--- config.mk ---
export PLATFORM = sky130hd
export DESIGN_NAME = pll_drp_reconfig_ctrl
export DESIGN_NICKNAME = d
export VERILOG_FILES = /design/src/rtl/pll_drp_pkg.sv /design/src/rtl/pll_drp_reconfig_ctrl_timeout.sv /design/src/rtl/pll_drp_reconfig_ctrl.sv
export SDC_FILE = /design/constraint.sdc
export NUM_CORES = 1
export LEC_CHECK = 0
export CORE_MARGIN = 2
export CORE_UTILIZATION = 49
export DETAILED_ROUTE_END_ITERATION = 8
export PLACE_DENSITY = 0.79
export SYNTH_ARGS = -nofsm -noshare
export SYNTH_HDL_FRONTEND = slang
export SYNTH_SLANG_ARGS = --single-unit
--- constraint.sdc ---
create_clock -name clk_in1 -period 4.09 [get_ports clk_in1]
set_input_delay 0.818 -clock clk_in1 [delete_from_list [all_inputs] [get_ports clk_in1]]
set_output_delay 0.818 -clock clk_in1 [all_outputs]
set_load 0.05 [all_outputs]
--- src/rtl/pll_drp_pkg.sv ---
// Shared types and constants for the PLLE2_ADV DRP reconfiguration sequencer.
// Holds the sequencer state encoding, the DRP widths, the PLLE2 register map and the table entry record.
package pll_drp_pkg;

    localparam int DRP_ADDR_W = 7;
    localparam int DRP_DATA_W = 16;

    typedef enum logic [3:0] {
        ST_IDLE,
        ST_HOLD_RST,
        ST_RD_REQ,
        ST_RD_WAIT,
        ST_WR_REQ,
        ST_WR_WAIT,
        ST_RELEASE,
        ST_WAIT_LOCK,
        ST_FAIL
    } state_t;

    // PLLE2_ADV DRP register map, for use by configuration tables
    localparam logic [DRP_ADDR_W-1:0] ADDR_CLKOUT0_REG1  = 7'h08;
    localparam logic [DRP_ADDR_W-1:0] ADDR_CLKOUT0_REG2  = 7'h09;
    localparam logic [DRP_ADDR_W-1:0] ADDR_CLKOUT1_REG1  = 7'h0A;
    localparam logic [DRP_ADDR_W-1:0] ADDR_CLKOUT1_REG2  = 7'h0B;
    localparam logic [DRP_ADDR_W-1:0] ADDR_CLKOUT2_REG1  = 7'h0C;
    localparam logic [DRP_ADDR_W-1:0] ADDR_CLKOUT2_REG2  = 7'h0D;
    localparam logic [DRP_ADDR_W-1:0] ADDR_CLKOUT3_REG1  = 7'h0E;
    localparam logic [DRP_ADDR_W-1:0] ADDR_CLKOUT3_REG2  = 7'h0F;
    localparam logic [DRP_ADDR_W-1:0] ADDR_CLKFBOUT_REG1 = 7'h14;
    localparam logic [DRP_ADDR_W-1:0] ADDR_CLKFBOUT_REG2 = 7'h15;
    localparam logic [DRP_ADDR_W-1:0] ADDR_DIVCLK        = 7'h16;
    localparam logic [DRP_ADDR_W-1:0] ADDR_LOCK1         = 7'h18;
    localparam logic [DRP_ADDR_W-1:0] ADDR_LOCK2         = 7'h19;
    localparam logic [DRP_ADDR_W-1:0] ADDR_LOCK3         = 7'h1A;
    localparam logic [DRP_ADDR_W-1:0] ADDR_POWER         = 7'h28;
    localparam logic [DRP_ADDR_W-1:0] ADDR_FILT1         = 7'h4E;
    localparam logic [DRP_ADDR_W-1:0] ADDR_FILT2         = 7'h4F;

    typedef struct packed {
        logic [DRP_ADDR_W-1:0] addr;
        logic [DRP_DATA_W-1:0] mask;
        logic [DRP_DATA_W-1:0] data;
    } drp_entry_t;

    // Keep the masked bits of the readback, then OR in the new field values
    function automatic logic [DRP_DATA_W-1:0] drp_rmw(
        input logic [DRP_DATA_W-1:0] rd_value,
        input logic [DRP_DATA_W-1:0] mask,
        input logic [DRP_DATA_W-1:0] data
    );
        return (rd_value & mask) | data;
    endfunction

endpackage

--- src/rtl/pll_drp_reconfig_ctrl_timeout.sv ---
// Loadable saturating up-counter with an expiry flag (count >= limit).
// Shared by the reset-hold, DRDY and lock-wait phases of the sequencer.
module pll_drp_timeout #(
    parameter int CNT_W = 17
) (
    input  logic             clk,
    input  logic             rst,
    input  logic             load,
    input  logic [CNT_W-1:0] load_value,
    input  logic             enable,
    input  logic [CNT_W-1:0] limit,
    output logic             expired
);

    logic [CNT_W-1:0] count_reg;

    always_ff @(posedge clk or posedge rst) begin
        if (rst) begin
            count_reg <= '0;
        end else if (load) begin
            count_reg <= load_value;
        end else if (enable && (count_reg != '1)) begin
            count_reg <= count_reg + 1'b1;
        end
    end

    assign expired = (count_reg >= limit);

endmodule

--- src/rtl/pll_drp_reconfig_ctrl.sv ---
// Run-time PLLE2_ADV reprogramming sequencer: holds the PLL in reset, walks an external
// read-modify-write DRP table for the selected configuration, releases reset and waits for lock.
module pll_drp_reconfig_ctrl
    import pll_drp_pkg::*;
#(
    parameter int CFG_W        = 2,
    parameter int NUM_ENTRIES  = 23,
    parameter int RST_HOLD     = 16,
    parameter int DRDY_TIMEOUT = 64,
    parameter int LOCK_TIMEOUT = 65536,
    localparam int IDX_W       = $clog2(NUM_ENTRIES)
) (
    input  logic                  clk_in1,
    input  logic                  reset,
    input  logic                  req_valid,
    output logic                  req_ready,
    input  logic [CFG_W-1:0]      req_cfg,
    output logic                  busy,
    output logic                  done,
    output logic                  error,
    output logic [CFG_W-1:0]      tbl_cfg,
    output logic [IDX_W-1:0]      tbl_idx,
    input  logic [DRP_ADDR_W-1:0] tbl_addr,
    input  logic [DRP_DATA_W-1:0] tbl_mask,
    input  logic [DRP_DATA_W-1:0] tbl_data,
    output logic                  pll_rst,
    input  logic                  pll_locked,
    output logic [DRP_ADDR_W-1:0] daddr,
    output logic [DRP_DATA_W-1:0] di,
    input  logic [DRP_DATA_W-1:0] do_in,
    output logic                  den,
    output logic                  dwe,
    input  logic                  drdy
);

    localparam int MAX_TIMEOUT = (DRDY_TIMEOUT > LOCK_TIMEOUT) ? DRDY_TIMEOUT : LOCK_TIMEOUT;
    localparam int CNT_W       = $clog2(MAX_TIMEOUT + 1);

    state_t                state_reg, state_next;
    logic [CFG_W-1:0]      cfg_reg;
    logic [IDX_W-1:0]      idx_reg;
    drp_entry_t            entry_reg;
    logic [DRP_DATA_W-1:0] wdata_reg;
    logic                  error_reg;
    logic                  lock_meta_reg, lock_sync_reg;

    logic                  accept;
    logic                  last_entry;
    logic                  pll_rst_hold;
    logic                  cnt_load;
    logic                  cnt_expired;
    logic [CNT_W-1:0]      cnt_limit;

    assign last_entry = (idx_reg == IDX_W'(NUM_ENTRIES - 1));

    // The counter is loaded with 1 on entry, so each limit equals the cycles spent in the phase
    // including the request cycle that started it.
    pll_drp_timeout #(
        .CNT_W (CNT_W)
    ) u_timeout (
        .clk        (clk_in1),
        .rst        (reset),
        .load       (cnt_load),
        .load_value (CNT_W'(1)),
        .enable     (1'b1),
        .limit      (cnt_limit),
        .expired    (cnt_expired)
    );

    always_ff @(posedge clk_in1 or posedge reset) begin
        if (reset) begin
            state_reg     <= ST_IDLE;
            cfg_reg       <= '0;
            idx_reg       <= '0;
            entry_reg     <= '0;
            wdata_reg     <= '0;
            error_reg     <= 1'b0;
            lock_meta_reg <= 1'b0;
            lock_sync_reg <= 1'b0;
        end else begin
            state_reg     <= state_next;
            lock_meta_reg <= pll_locked;
            lock_sync_reg <= lock_meta_reg;
            if (accept) begin
                cfg_reg   <= req_cfg;
                idx_reg   <= '0;
                error_reg <= 1'b0;
            end
            if (state_reg == ST_RD_REQ) begin
                entry_reg.addr <= tbl_addr;
                entry_reg.mask <= tbl_mask;
                entry_reg.data <= tbl_data;
            end
            if ((state_reg == ST_RD_WAIT) && drdy) begin
                wdata_reg <= drp_rmw(do_in, entry_reg.mask, entry_reg.data);
            end
            if ((state_reg == ST_WR_WAIT) && drdy && !last_entry) begin
                idx_reg <= idx_reg + 1'b1;
            end
            if (state_next == ST_FAIL) begin
                error_reg <= 1'b1;
            end
        end
    end

    always_comb begin
        state_next   = state_reg;
        accept       = 1'b0;
        cnt_load     = 1'b0;
        cnt_limit    = CNT_W'(DRDY_TIMEOUT - 1);
        req_ready    = 1'b0;
        busy         = 1'b1;
        done         = 1'b0;
        den          = 1'b0;
        dwe          = 1'b0;
        pll_rst_hold = 1'b0;

        case (state_reg)
            ST_IDLE: begin
                busy      = 1'b0;
                req_ready = !reset;
                if (req_valid) begin
                    accept     = 1'b1;
                    cnt_load   = 1'b1;
                    state_next = ST_HOLD_RST;
                end
            end
            ST_HOLD_RST: begin
                pll_rst_hold = 1'b1;
                cnt_limit    = CNT_W'(RST_HOLD);
                if (cnt_expired) state_next = ST_RD_REQ;
            end
            ST_RD_REQ: begin
                pll_rst_hold = 1'b1;
                den          = 1'b1;
                cnt_load     = 1'b1;
                state_next   = ST_RD_WAIT;
            end
            ST_RD_WAIT: begin
                pll_rst_hold = 1'b1;
                if (drdy)             state_next = ST_WR_REQ;
                else if (cnt_expired) state_next = ST_FAIL;
            end
            ST_WR_REQ: begin
                pll_rst_hold = 1'b1;
                den          = 1'b1;
                dwe          = 1'b1;
                cnt_load     = 1'b1;
                state_next   = ST_WR_WAIT;
            end
            ST_WR_WAIT: begin
                pll_rst_hold = 1'b1;
                if (drdy)             state_next = last_entry ? ST_RELEASE : ST_RD_REQ;
                else if (cnt_expired) state_next = ST_FAIL;
            end
            ST_RELEASE: begin
                cnt_load   = 1'b1;
                state_next = ST_WAIT_LOCK;
            end
            ST_WAIT_LOCK: begin
                cnt_limit = CNT_W'(LOCK_TIMEOUT - 1);
                if (lock_sync_reg) begin
                    done       = 1'b1;
                    state_next = ST_IDLE;
                end else if (cnt_expired) begin
                    state_next = ST_FAIL;
                end
            end
            ST_FAIL: begin
                busy       = 1'b0;
                state_next = ST_IDLE;
            end
            default: begin
                busy       = 1'b0;
                state_next = ST_IDLE;
            end
        endcase
    end

    // Reset drives the PLL reset directly so it is asserted even before the clock runs
    assign pll_rst = reset | pll_rst_hold;
    assign daddr   = (state_reg == ST_RD_REQ) ? tbl_addr : entry_reg.addr;
    assign di      = wdata_reg;
    assign error   = error_reg;
    assign tbl_cfg = cfg_reg;
    assign tbl_idx = idx_reg;

endmodule

==> results.md, run 1 <==
- Status: finished, final reports clean
- Initial Util: 0.497
- Row cnt: 33
- First-pass GRT wire length: roughly 13000 um
- Post-synth EDFFs: 0
- Antenna violations before repair: 0
- RR Startpoint: state_reg[2]
- Crit-path slowest cell: clkdlybuf4s50_1
- GPL Wtd Cong: 0.786
- Die Area: between 8000 and 9000 sq um
- DRT Wirelength: roughly 8500 um
- Grt met2 use: 0.307
- Min Tclk post-route: 3.49 ns
- Setup bufs post-CTS: 0
- Warnings, synthesis: 0
- Later-pin clock latency in the skew report: between 0.3 and 0.4 ns
- Startpoint Class: register
- CTS clk-pin slew, worst paths: 0.08 ns
- Total Nets Final: roughly 540
- Maximum capacitance violations: 0
- Slew headroom: 0.299
- Mapped Nets: 440
- Crit-path cells: nand2b_1 -> nor3_4 -> mux2_2 -> clkdlybuf4s50_1
- Sequential-to-total area share from yosys stat: 0.535
- Power Density: just over 700 nW/um^2
- Crit path required time: 3.27 ns
- Antenna-violating nets left: 0
- Crit. Startpoint: state_reg[0]
- Number of H-tree levels: 3
- Tot GR Track Use: 0.195
- Synth area leaders: dfrtp_1, mux2_2, ha_1, a21oi_1, nand2_1
- Worst Setup End Kind: output port
- CTS resizes: 0
- Max Freq: approximately 290 MHz
- Remaining DRCs: 0
- Num CTS Buffers: 9
- CP Max Fanout: 12
- Num Clock Sinks: 86
- IO Pins: between 90 and 100
- Synth Register Bits: 86
- Area grow syn2layout: 31.3%
- Largest net degree at the start of global routing: between 40 and 50
- GRT busiest layer: met2
- Filler cells: around 630
- VDD IR max: around 380 uV
- Hold_sp: lock_meta_reg
- Crit path kind: reg2out
- Ant diodes: 0
- Initial DRT Pass Iterations: 4
- Cells after synthesis: about 360
- Async set or reset register ratio after synthesis: 1.00
- Width of the die: roughly 95 um
- Post-DR vias/cell: approximately 5.2
- Drt wl/cell: roughly 15 um
- Avg Synthesized Cell Area: around 11 sq um
- Met3 GRT Util: 0.0463
- CP delay by family, top: buffers and inverters
- CP peak stage delay: a little over 0.7 ns
- Core area: just over 8000 sq um
- Share of the synthesized area in the top cell type: 0.535
- Post-DP HPWL: roughly 6100 um
- Crit path buf inv count: 1
- DR vias: 2975
- Vias in the first global route: between 2k and 3k
- Leakage: 2.27 nW
- Endpoints failing hold: 0
- Netlist cell types: 43
- Final Max Tran Viols: 0
- Primary FF master, synth: dfrtp_1
- Root buf cell: clkbuf_8
- Hold Buf Count CTS: 0
- Max reg flops: 39
- Syn Std Cell Area: around 4000 sq um
- IO buf count: 98
- CTS tree: done
- Hold Crit Class: reg2reg
- Share of cells above drive strength 1: 0.147
- Multi-input logic area: between 1500 and 2000 sq um
- Register area: roughly 2200 sq um
- Die height: between 90 and 100 um
- Cell with the most instances after synthesis: dfrtp_1
- Grt ovf: 0
- Worst Path Arrival: roughly 2.7 ns
- 1st-iter DRT viols: approximately 100
- Worst Hold Slack: 0.354 ns
- Synth cell count leaders: dfrtp_1, mux2_2, nand2_1, nor2_1, a21oi_1
- Crit share post-route: 0.854
- Largest area contributor in the netlist: dfrtp_1
- Final Setup Violations: 0
- Tightest Pin Transition: between 1 and 1.5 ns
- Max Root-Sink Buffers: 2
- Clock skew: 0.0128 ns
- RSZ-0062 raised after global routing: false
- Met1 usage: 0.265
- Setup TNS: 0 ns
cell usage in the layout, fill, tap and decap left out, types with 3 or more instances in the layout:
| master | Yosys | routed |
|---|---|---|
| ha_1 | 16 | 16 |
| nor2_1 | 27 | 27 |
| a21oi_1 | 25 | 25 |
| nand4_1 | 7 | 7 |
| nor2b_1 | 6 | 6 |
| nand2b_1 | 8 | 8 |
| nor3_1 | 3 | 3 |
| clkbuf_8 | 0 | 10 |
| nand2_1 | 33 | 33 |
| buf_4 | 2 | 4 |
| or3_1 | 3 | 3 |
| o21ai_1 | 5 | 5 |
| xor2_1 | 10 | 10 |
| o31ai_1 | 3 | 3 |
| inv_6 | 0 | 3 |
| xnor2_1 | 5 | 5 |
| o21ai_0 | 21 | 21 |
| mux2_2 | 39 | 39 |
| nand3_1 | 13 | 13 |
| clkdlybuf4s50_1 | 0 | 97 |
| dfrtp_1 | 86 | 86 |
| inv_1 | 6 | 5 |
path summary, 6_finish.rpt:
check / end / slack (ns) / cells past startpoint
max: daddr[6] / 0.60 / 4
min: lock_sync_reg / 0.35 / 0
max reg2reg: state_reg[1] / 1.15 / 7
min reg2reg: lock_sync_reg / 0.35 / 0
max in group asynchronous: u_timeout.count_reg[8] / 2.10 / 4
min in group asynchronous: entry_reg[25] / 1.01 / 3
worst register-to-register path, stage by stage, from the launching register on:
cell      delay (ns)
dfrtp_1         0.67
nand4b_1        0.55
ha_1            0.51
nand3_1         0.10
nor4_1          0.36
nand4_1         0.12
nand2_1         0.20
mux2_4          0.32
power by group:
group / switching (mW) / total (mW) / leakage (nW) / internal [mW]
sequential: 0.225 / 1.41 / 1.07 / 1.18
clock: 0.319 / 0.565 / 0.0939 / 0.246
combinational: 1.10 / 1.87 / 1.10 / 0.772
total: 1.64 / 3.84 / 2.27 / 2.20
final cells by class:
type                            instances  share of cell area
Tap cell                              105              0.0249
Timing Repair Buffer                  101               0.190
Clock buffer                           10              0.0261
Clock inverter                          6             0.00972
Multi-Input combinational cell        254               0.336
Inverter                                7             0.00569
Sequential cell                        86               0.408
through the flow:
| step | power [mW] | area [sq um] | cells | setup WS (ns) | util |
|---|---|---|---|---|---|
| 2_1_floorplan | 2.74 | 4020 | 362 | 0.452 | - |
| 3_3_place_gp | 3.24 | 5090 | 553 | 0.960 | 0.629 |
| 3_5_place_dp | 3.31 | 5090 | 553 | 0.970 | 0.629 |
| 4_1_cts | 3.88 | 5280 | 569 | 0.575 | 0.652 |
| 5_1_grt | 4.08 | 5280 | 569 | 0.453 | 0.652 |
| 6_report | 3.84 | 5280 | 569 | 0.597 | 0.652 |
cell families (layout without fill, tap and decap cells):
| group | after synthesis | in the layout | share of synthesized area |
|---|---|---|---|
| fa+ha+maj | 16 | 16 | 0.0498 |
| flops | 86 | 86 | 0.535 |
| xor+xnor | 15 | 15 | 0.0327 |
| simple gates | 115 | 115 | 0.146 |
| buf+inv | 22 | 124 | 0.0249 |
| compound gates | 64 | 64 | 0.0878 |
| mux | 44 | 44 | 0.124 |
layer usage:
metal	routed length, um	vias to the layer above
li1	-	1455
met1	3890	1444
met2	3960	67
met3	542	9
met4	82	0
met5	0	-
Power figures use the tool's default switching activity.
==> run 2, diff against run 1 <==
- CORE_MARGIN: 2 -> not set
==> results.md, run 2 (synthesis gave the netlist of run 1 again) <==
- Status: finished, final reports clean (unchanged)
- DR vias: 3012 (was 2975)
- Crit path required time: 3.27 ns (about the same)
- Later-pin clock latency in the skew report: 0.35 ns (was 0.36 ns)
- Initial Util: 0.512 (was 0.497)
- Reg2Reg Depth: 8 (was 7)
- Internal cell power: 2.19 mW (was 2.20 mW)
- Die Area: 8570 sq um (was 8940 sq um)
- Slew headroom: 0.280 (was 0.299)
- Power Density: 725 nW/um^2 (was 728 nW/um^2)
- Ant diodes: 0 (unchanged)
- Largest net degree at the start of global routing: 83 (was 45)
- DRT Wirelength: 8600 um (was 8480 um)
- Post-DR vias/cell: 5.31 (was 5.23)
- Hold Crit Class: reg2reg (unchanged)
- Placed Area: 5100 sq um (was 5090 sq um)
- CTS tree: done (unchanged)
- Core area: 7850 sq um (was 8090 sq um)
- Final Max Tran Viols: 0 (unchanged)
- Antenna violations before repair: 0 (unchanged)
- Width of the die: 92.6 um (was 94.6 um)
- First-pass GRT wire length: 13800 um (was 13500 um)
- Worst Path Arrival: 2.78 ns (was 2.68 ns)
- Vias in the first global route: 2858 (was 2790)
- Max reg flops: 39 (unchanged)
- Area grow syn2layout: 31.2% (was 31.3%)
- IO Pins: 99 (unchanged)
- Clock skew: 0.0105 ns (was 0.0128 ns)
- Max Root-Sink Buffers: 2 (unchanged)
- Final Setup Violations: 0 (unchanged)
- Min Tclk post-route: 3.60 ns (was 3.49 ns)
- Setup TNS: 0 ns (unchanged)
- RSZ-0062 raised after global routing: false (unchanged)
- Post-DP HPWL: 6370 um (was 6060 um)
- Antenna-violating nets left: 0 (unchanged)
- Startpoint Class: register (unchanged)
- Worst Setup End Kind: output port (unchanged)
- RR Startpoint: state_reg[2] (unchanged)
- Place WS: 0.852 ns (was 0.970 ns)
- Reg power frac: 0.368 (was 0.366)
- Hold_sp: lock_meta_reg (unchanged)
- Leakage: 2.27 nW (about the same)
- Endpoint, Worst Hold: lock_sync_reg (unchanged)
- Crit path kind: reg2out (unchanged)
- CTS resizes: 0 (unchanged)
- CP delay by family, top: simple AND/OR/NAND/NOR gates (was buffers and inverters)
- IO buf count: 98 (unchanged)
- Design Area, Final: 5280 sq um (about the same)
- Hold path depth: 0 (unchanged)
- Hold Buf Count CTS: 0 (unchanged)
- Num Clock Sinks: 86 (unchanged)
- Setup bufs post-CTS: 0 (unchanged)
- Commonest non-fill, non-tap cells in the layout: clkdlybuf4s50_1, dfrtp_1, mux2_2 (unchanged)
- Max Freq: 278 MHz (was 286 MHz)
- Grt ovf: 0 (unchanged)
- Crit-path slowest cell: clkdlybuf4s50_1 (unchanged)
- VDD IR max: 378 uV (was 379 uV)
- Drt wl/cell: 15.2 um (was 14.9 um)
- Sw Share: 0.426 (was 0.427)
- Reg-to-reg endpoint: state_reg[1] (unchanged)
- Crit share post-route: 0.879 (was 0.854)
- CTS clk-pin slew, worst paths: 0.08 ns (about the same)
- Crit path buf inv count: 1 (unchanged)
- Number of H-tree levels: 3 (unchanged)
- Maximum capacitance violations: 0 (unchanged)
- Final setup margin: 0.493 ns (was 0.597 ns)
- Worst Hold Slack: 0.357 ns (was 0.354 ns)
- Most common cell after layout, fill and taps aside: clkdlybuf4s50_1 (unchanged)
- Clock network power share: 0.137 (was 0.147)
- 1st-iter DRT viols: 169 (was 101)
- Root buf cell: clkbuf_8 (unchanged)
- Tot GR Track Use: 0.210 (was 0.195)
- Share of cells above drive strength 1: 0.148 (was 0.147)
- Sw power: 1.63 mW (was 1.64 mW)
- Final Util: 0.672 (was 0.652)
- GPL Wtd Cong: 0.802 (was 0.786)
- Num CTS Buffers: 9 (unchanged)
- Tightest Pin Transition: 1.07 ns (was 1.05 ns)
- Crit-path cells: nand2b_1 -> nor3_4 -> mux2_2 -> clkdlybuf4s50_1 (unchanged)
- Row cnt: 32 (was 33)
- Remaining DRCs: 0 (unchanged)
- Initial DRT Pass Iterations: 4 (unchanged)
- Die height: 92.6 um (was 94.6 um)
- CP peak stage delay: 0.70 ns (was 0.71 ns)
- Logic pwr share: 0.495 (was 0.487)
- CP Max Fanout: 12 (unchanged)
- Total Nets Final: 538 (was 537)
- R2R setup slack: 0.99 ns (was 1.15 ns)
- Endpoints failing hold: 0 (unchanged)
## run 2: cell count changes in the layout (fill, tap and decap cells not counted), sizes merged
cell,delta
clkinvlp,+2
buf,+2
clkdlybuf4s50,-1
inv,-1
clkinv,-1
## run 2: power by group through the flow
stage	sequential, mW	combinational [mW]	clock, mW
CTS	1.41	1.91	0.548
global route	1.46	2.04	0.580
detailed placement	1.43	1.91	0
floorplan	1.68	1.06	0
global placement	1.40	1.86	0
finish	1.41	1.89	0.523
## run 2: per-stage QoR
step / instances / power (mW)
after global placement: 551 / 3.26
final: 567 / 3.82
after floorplan: 362 / 2.74
after CTS: 567 / 3.87
after global routing: 567 / 4.08
after detailed placement: 551 / 3.34
## run 2: worst max path at each step
stage	startpoint	cells after the start	end	slack, ns
after floorplan	reset	2	pll_rst	0.45
final	state_reg[0]	4	daddr[0]	0.49
after detailed placement	state_reg[0]	4	daddr[0]	0.85
after CTS	state_reg[0]	4	daddr[0]	0.47
after global routing	state_reg[2]	3	done	0.31
after global placement	state_reg[0]	4	daddr[6]	0.92
## run 2: final cells by class
| class | count | area [sq um] |
|---|---|---|
| fill | 651 | 2570 |
| clock inverter | 6 | 45.0 |
| clock buffer | 10 | 128 |
| multi-input combinational | 254 | 1770 |
| tap | 102 | 128 |
| timing repair buffer | 102 | 1020 |
| inverter | 7 | 30.0 |
| sequential | 86 | 2150 |
## run 2: worst register-to-register path: cells and delay by family, from the launching register on
kind / cells / cell delay, ns
compound gates: 4 / 0.67
flops: 1 / 0.68
mux: 1 / 0.34
fa+ha+maj: 1 / 0.53
simple gates: 2 / 0.79
## run 2: per-layer routing
layer	wire length (um)	vias up	GRT usage	part of all wire
met2	4270	78	0.346	0.50
met4	152	0	0.0716	0.018
met1	3770	1456	0.272	0.44
met5	0	-	0	0
li1	-	1465	-	-
met3	406	13	0.0501	0.047
==> run 3, diff against run 2 <==
- CORE_MARGIN: not set -> 10
==> results.md, run 3 (synthesis gave the netlist of run 1 again) <==
- Row cnt: 32 (unchanged)
- Multi-input logic area: 1770 sq um (unchanged)
- CP Max Fanout: 12 (unchanged)
- Hold Buf Count CTS: 0 (unchanged)
- Final Max Tran Viols: 0 (unchanged)
- Hold Crit Class: reg2reg (unchanged)
- GPL Wtd Cong: 0.809 (was 0.802)
- Antenna-violating nets left: 0 (unchanged)
- Design Area, Final: 5330 sq um (was 5280 sq um)
- Endpoints failing hold: 0 (unchanged)
- Post-DP HPWL: 7350 um (was 6370 um)
- Met2 Routed Length: 4860 um (was 4270 um)
- Status: finished, final reports clean (unchanged)
- Setup bufs post-CTS: 0 (unchanged)
- Num Clock Sinks: 86 (unchanged)
- Share of cells above drive strength 1: 0.152 (was 0.148)
- Max reg flops: 39 (unchanged)
- Core area: 7850 sq um (unchanged)
- Commonest non-fill, non-tap cells in the layout: clkdlybuf4s50_1, dfrtp_1, mux2_2 (unchanged)
- Place WS: 0.864 ns (was 0.852 ns)
- Largest net degree at the start of global routing: 59 (was 83)
- Internal cell power: 2.29 mW (was 2.19 mW)
- Post-DR vias/cell: 5.29 (was 5.31)
- Max Root-Sink Buffers: 2 (unchanged)
- Sw Share: 0.421 (was 0.426)
- Final Util: 0.679 (was 0.672)
- Area grow syn2layout: 32.5% (was 31.2%)
- Number of H-tree levels: 3 (unchanged)
- Clock skew: 0.0146 ns (was 0.0105 ns)
- IO buf count: 98 (unchanged)
- R2R setup slack: 1.11 ns (was 0.99 ns)
- Post-route total power: 3.96 mW (was 3.82 mW)
- VDD IR max: 303 uV (was 378 uV)
- Most common cell after layout, fill and taps aside: clkdlybuf4s50_1 (unchanged)
- Die height: 111 um (was 92.6 um)
- Sw power: 1.67 mW (was 1.63 mW)
- CTS tree: done (unchanged)
- Initial Util: 0.512 (unchanged)
- Final Setup Violations: 0 (unchanged)
- Remaining DRCs: 0 (unchanged)
- Met3 Wirelength: 510 um (was 406 um)
- M1 WL: 4120 um (was 3770 um)
- Crit share post-route: 0.871 (was 0.879)
- IO Pins: 99 (unchanged)
- RSZ-0062 raised after global routing: false (unchanged)
- Tot GR Track Use: 0.161 (was 0.210)
- Width of the die: 111 um (was 92.6 um)
- Total Nets Final: 539 (was 538)
- CTS clk-pin slew, worst paths: 0.08 ns (about the same)
- Maximum capacitance violations: 0 (unchanged)
- Initial DRT Pass Iterations: 5 (was 4)
- First-pass GRT wire length: 16300 um (was 13800 um)
- DRT Wirelength: 9630 um (was 8600 um)
- Later-pin clock latency in the skew report: 0.35 ns (about the same)
- Min Tclk post-route: 3.56 ns (was 3.60 ns)
- Root buf cell: clkbuf_8 (unchanged)
- Startpoint Class: register (unchanged)
- Leakage: 2.30 nW (was 2.27 nW)
- Ant diodes: 0 (unchanged)
- 1st-iter DRT viols: 93 (was 169)
- Drt wl/cell: 16.9 um (was 15.2 um)
- Max Freq: 281 MHz (was 278 MHz)
- Worst Setup End Kind: output port (unchanged)
- Final setup margin: 0.526 ns (was 0.493 ns)
- Register area: 2150 sq um (unchanged)
- Worst Path Arrival: 2.75 ns (was 2.78 ns)
- Antenna violations before repair: 0 (unchanged)
- Die Area: 12200 sq um (was 8570 sq um)
- Vias in the first global route: 3102 (was 2858)
- Logic pwr share: 0.483 (was 0.495)
- Placed Area: 5110 sq um (was 5100 sq um)
- Grt ovf: 0 (unchanged)
- CTS resizes: 0 (unchanged)
- Crit path kind: reg2out (unchanged)
- Num CTS Buffers: 9 (unchanged)
- Clock network power share: 0.161 (was 0.137)
- Reg power frac: 0.356 (was 0.368)
- Power Density: 743 nW/um^2 (was 725 nW/um^2)
- Slew headroom: 0.277 (was 0.280)
- Tightest Pin Transition: 1.08 ns (was 1.07 ns)
- DR top layer: met4 (unchanged)
- Filler cells: 615 (was 651)
- Setup TNS: 0 ns (unchanged)
- DR vias: 3005 (was 3012)
- Crit path required time: 3.27 ns (about the same)
## run 3: cell count changes in the layout (fill, tap and decap cells not counted)
cell / change
buf_4: +1
bufinv_16: +1
clkbuf_1: -1
clkbuf_8: +2
clkinv_2: -1
clkinv_4: +2
clkinvlp_4: -2
inv_6: -2
inv_8: +1
## run 3: path summary, 6_finish.rpt
check,start,end,depth (start not counted)
min reg2reg,lock_meta_reg,lock_sync_reg,0
min,lock_meta_reg,lock_sync_reg,0
max,state_reg[0],daddr[5],4
min in group asynchronous,reset,error,2
max reg2reg,state_reg[2],state_reg[1],8
max in group asynchronous,reset,entry_reg[1],4
## run 3: power groups by stage
| stage | clock (mW) | sequential, mW | combinational [mW] |
|---|---|---|---|
| CTS | 0.654 | 1.41 | 1.94 |
| finish | 0.638 | 1.41 | 1.91 |
| detailed placement | 0 | 1.43 | 1.93 |
| global route | 0.693 | 1.46 | 2.06 |
| global placement | 0 | 1.40 | 1.88 |
| floorplan | 0 | 1.68 | 1.06 |
## run 3: area by class of cell
type | count | area share
clock buffers | 11 | 0.0284
clock inverters | 5 | 0.0124
inverters | 7 | 0.00564
multi-input cells | 254 | 0.333
flip-flops and latches | 86 | 0.404
well taps | 102 | 0.0240
repair buffers | 103 | 0.193
## run 3: metrics by stage
step,instances,hold WS [ns]
2_1_floorplan,362,0.331
3_3_place_gp,552,0.335
3_5_place_dp,552,0.338
4_1_cts,568,0.357
5_1_grt,568,0.361
6_report,568,0.354
## run 3: metal layers
metal / vias to the layer above / GRT usage
li1: 1466 / -
met3: 11 / 0.0475
met4: 0 / 0.0501
met5: - / 0
met2: 67 / 0.264
met1: 1461 / 0.198
## run 3: worst max-delay path: stages, from the launching register on
cell and delay [ns]:
dfrtp_1 0.53, nand2b_1 0.26, nor3_4 0.47, mux2_2 0.42, clkdlybuf4s50_1 0.72
